[src/rtl/uart_rx.sv]
// 8N1 UART receiver with 16x oversampling, majority-vote bit decisions,
// a dataAvailable/dataTaken handshake and sticky framing/overrun flags.
module uart_rx (
  input  logic       clk,
  input  logic       reset,
  input  logic       sampleEn,
  input  logic       uartInput,
  input  logic       dataTaken,
  input  logic       clearErrors,
  output logic [7:0] data,
  output logic       dataAvailable,
  output logic       framingError,
  output logic       overrun
);

  typedef enum logic [2:0] {IDLE, START, DATA, STOP, BREAK} state_t;

  state_t      state, state_next;
  logic        sync1, rxSync;
  logic [3:0]  phase, phase_next, tick_phase;
  logic [2:0]  bitCount, bitCount_next;
  logic [7:0]  shreg, shreg_next;
  logic [1:0]  samples;
  logic        decide, bit_val, deliver, frame_err, accept;

  // The detection tick is phase 0; every later sampleEn is numbered by tick_phase.
  assign tick_phase = phase + 4'd1;
  assign decide     = sampleEn && (tick_phase == 4'd9);
  // Phase-7 and phase-8 samples are held; the phase-9 sample is rxSync itself.
  assign bit_val    = (samples[1] & samples[0]) | (samples[1] & rxSync) |
                      (samples[0] & rxSync);
  assign accept     = deliver && (!dataAvailable || dataTaken);

  // NOTE: sequential state uses non-blocking assignments so every flop samples
  // pre-edge values; combinational next-state logic stays in always_comb.
  always_ff @(posedge clk or posedge reset) begin
    if (reset) begin
      sync1         <= 1'b1;
      rxSync        <= 1'b1;
      state         <= IDLE;
      phase         <= 4'd0;
      bitCount      <= 3'd0;
      shreg         <= 8'h00;
      samples       <= 2'b11;
      data          <= 8'h00;
      dataAvailable <= 1'b0;
      framingError  <= 1'b0;
      overrun       <= 1'b0;
    end else begin
      sync1    <= uartInput;
      rxSync   <= sync1;
      state    <= state_next;
      phase    <= phase_next;
      bitCount <= bitCount_next;
      shreg    <= shreg_next;
      if (sampleEn && (tick_phase == 4'd7 || tick_phase == 4'd8))
        samples <= {samples[0], rxSync};
      if (accept) begin
        data          <= shreg;
        dataAvailable <= 1'b1;
      end else if (dataTaken) begin
        dataAvailable <= 1'b0;
      end
      // Set has priority over a coincident clear.
      framingError <= frame_err | (framingError & ~clearErrors);
      overrun      <= (deliver & ~accept) | (overrun & ~clearErrors);
    end
  end

  // NOTE: every always_comb output gets a default first, so no path can infer a latch.
  always_comb begin
    state_next    = state;
    phase_next    = sampleEn ? tick_phase : phase;
    bitCount_next = bitCount;
    shreg_next    = shreg;
    deliver       = 1'b0;
    frame_err     = 1'b0;
    case (state)
      IDLE:
        if (sampleEn && !rxSync) begin
          state_next = START;
          phase_next = 4'd0;
        end
      START:
        if (decide) begin
          if (bit_val) begin
            state_next = IDLE;
          end else begin
            state_next    = DATA;
            bitCount_next = 3'd0;
          end
        end
      DATA:
        if (decide) begin
          shreg_next = {bit_val, shreg[7:1]};
          if (bitCount == 3'd7) state_next = STOP;
          else                  bitCount_next = bitCount + 3'd1;
        end
      STOP:
        if (decide) begin
          if (bit_val) begin
            state_next = IDLE;
            deliver    = 1'b1;
          end else begin
            state_next = BREAK;
            frame_err  = 1'b1;
          end
        end
      BREAK:
        if (sampleEn && rxSync) state_next = IDLE;
      default: state_next = IDLE;
    endcase
  end

endmodule

[config.mk]
export PLATFORM = sky130hd
export DESIGN_NAME = uart_rx
export DESIGN_NICKNAME = d
export VERILOG_FILES = /design/src/rtl/uart_rx.sv
export SDC_FILE = /design/constraint.sdc
export NUM_CORES = 1
export LEC_CHECK = 0
export ABC_AREA = 1
export CELL_PAD_IN_SITES_DETAIL_PLACEMENT = 0
export CELL_PAD_IN_SITES_GLOBAL_PLACEMENT = 2
export CORE_UTILIZATION = 30
export CTS_CLUSTER_SIZE = 25
export DETAILED_ROUTE_END_ITERATION = 16
export GPL_ROUTABILITY_DRIVEN = 0
export PLACE_DENSITY = 0.74
export RECOVER_POWER = 25
export SLEW_MARGIN = 30
export SYNTH_ARGS = -nofsm -noshare
export SYNTH_HDL_FRONTEND = slang
export SYNTH_SLANG_ARGS = --single-unit
[constraint.sdc]
create_clock -name clk -period 1.5 [get_ports clk]
set_input_delay 0.225 -clock clk [delete_from_list [all_inputs] [get_ports clk]]
set_output_delay 0.225 -clock clk [all_outputs]
set_load 0.1 [all_outputs]
==> run metrics <==
status=complete, but fails checks; failing checks=setup timing; Root Buffer=clkbuf_8; first-pass GRT wire length=6.40 mm; Synth area leaders=dfrtp_1, nand2_1, dfstp_2, nand3_1, ha_1; DRT Pass-1 Iters=4; worst setup margin=-0.114 ns; DRC violations left=0; Post-Synthesis Cells=194; CP Data Arrival Time=1.79 ns; MaxCap Viol Count=0; Adder-Cell Fraction of Synth Area=4.43%; sum of negative setup slack=-1.23 ns; diode count=0; top fanout value on the critical path=9; CORE AREA=5270 um^2; cell-internal power=2090 uW; RSZ-0062 raised after global routing=true; mux cell area share after synthesis=0%; H-Tree Level Count=2; commonest cells after routing, fill and taps aside=nand2_1, dfrtp_1, inv_1, buf_4, nand3_1; largest net degree at the start of global routing=34; register area=832 um^2; filler instances=516; # IOs=17; total track usage=13.7%; cts-stage hold buffer count=0; CTS tree=built; CTS Buf Count=5; Worst Clk Skew=0.00314 ns; DRT iter0 DRCs=66; # setup viols final=23; Antenna Nets Post-Route=0; layout cells sized above 1=34.5%; endpoints failing hold=0; number of distinct library cells after synthesis=30; asr flop ratio synth=100%; Skew-Pair Late Insertion Delay=0.28 ns; WS Path Type=register to register; syn_area_per_cell=8.73 um^2; vias in the first global route=1460; post-detail-place hpwl=2.75 mm; total congestion overflow=0; Synth Area in XOR/XNOR=0%; Leakage=0.00122 uW; row cnt=26; routed len/inst=12.7 um; Total Wirelength=3.91 mm; Crit. End Element=register; Synth Register Bits=33; largest family of logic cells by synthesized area=simple AND/OR/NAND/NOR gates; clk slew on worst S/H paths=0.07 ns; Slew Limit Headroom=45.5%; PortBufs=16; die width=77.1 um; P&R area growth vs syn=42.1%; Combinational Power Share=47.2%; Slew @ Worst Pin=0.818 ns; Pwr Density=1460 nW/um^2; Simple-Gate Fraction of Synth Area=32.0%; Post-synth EDFFs=0; crit path time final=1.61 ns; DR vias=1427; critical path required time=1.68 ns; clk sinks=33; post-layout net count=249; sw frac=40.7%; Hold Crit Class=register to register; synthesized cell area=1690 um^2; most common cell after layout, fill and taps aside=nand2_1; post-synthesis compound-gate area fraction=8.12%; Worst Setup Start Kind=register; die area=5950 um^2; fin crit share=108%; final slew viol count=0; Syn. warnings=0; multi-input combinational cell area=862 um^2; sequential share of power=34.3%; maximum buffer depth of the clock tree=2; Die Ht=77.1 um; routed vias/inst=4.63; post-synth top area cell=dfrtp_1; worst slack at placement=-0.224 ns; share of Yosys cell area claimed by the top area cell type=42.8%; Starting Density=32.1%; clock share of power=18.5%; initial antenna violation count=0; fmax=620 MHz; ys flop type=dfrtp_1; Net Count, Synth=206; Psw=1430 uW; maximum VDD drop=0.000556 V; Seq/Total Area, Yosys=49.0%
-- layout make-up --
type | count | area share, %
multi-input cells | 135 | 35.8
clock buffers | 6 | 3.01
flip-flops and latches | 33 | 34.6
repair buffers | 38 | 18.8
well taps | 70 | 3.64
inverters | 24 | 3.74
clock inverters | 2 | 0.416
-- repair_timing --
item,CTS,global route
setup buffers,2,3
resized for setup,9,23
gates cloned,1,0
pin swaps,9,7
endpoints found under the setup margin,22,27
-- routing by layer --
metal  wire (um)  GRT usage, %  up-vias
met5           0             0        -
met4          51          4.91        0
met3         154          3.93        5
met2        2020          24.0       20
met1        1680          15.8      689
li1            -             -      713
-- synthesized netlist by cell type, types with 2 or more instances --
master	n
dfstp_2	4
nand3_2	2
dfrtp_1	29
nand4_1	3
nor2_1	9
nand2_2	4
nand2_1	61
a211oi_1	2
clkbuf_1	2
o21ai_0	12
nand3_1	19
ha_1	6
inv_1	20
inv_2	4
nor2_4	2
-- state kept, by name, indices dropped and copies added, names as in the netlist --
signal and count:
state 3, dataAvailable 1, framingError 1, rxSync 1, samples 2, phase 4
shreg 8, overrun 1, bitCount 3, sync1 1, data 8
-- per-stage QoR --
step / instances / hold slack (ns) / total power [uW] / utilization, % / instance area (um^2)
floorplan: 194 / 0.229 / 2060 / - / 1700
global placement: 294 / 0.350 / 2430 / 41.3 / 2170
detailed placement: 294 / 0.356 / 2480 / 41.3 / 2170
CTS: 305 / 0.300 / 3260 / 43.9 / 2310
global route: 308 / 0.366 / 3770 / 45.7 / 2410
finish: 308 / 0.360 / 3520 / 45.7 / 2410
-- power by group through the flow --
stage / combinational [uW] / sequential (uW) / clock [uW]
2_1_floorplan: 850 / 1210 / 0
3_3_place_gp: 1230 / 1200 / 0
3_5_place_dp: 1280 / 1200 / 0
4_1_cts: 1390 / 1190 / 680
5_1_grt: 1830 / 1230 / 710
6_report: 1660 / 1210 / 650
-- worst paths after layout --
path	startpoint	cells past startpoint	slack, ns	to
worst min register to register	sync1	0	0.36	rxSync
max in group asynchronous	reset	3	0.31	dataAvailable
worst max-delay path	phase[1]	9	-0.11	shreg[7]
worst max register to register	phase[1]	9	-0.11	shreg[7]
worst min-delay path	sync1	0	0.36	rxSync
min in group asynchronous	reset	3	0.63	data[2]
-- cells by family (layout without fill, tap and decap cells) --
group / after synthesis / after routing
buffers and inverters: 27 / 70
adders and majority gates: 6 / 6
DFF: 33 / 33
AOI/OAI and AO/OA: 21 / 21
and+or+nand+nor: 107 / 108
-- worst max-delay path: stages (launching register included) --
cell     delay [ns]
dfrtp_1        0.41
ha_2           0.22
nand2_2        0.10
nand3_4        0.09
nor2_4         0.14
nand2_4        0.10
buf_6          0.17
nor2_8         0.13
nand2_2        0.05
o21a_1         0.11
(Power assumes the default switching activity.)
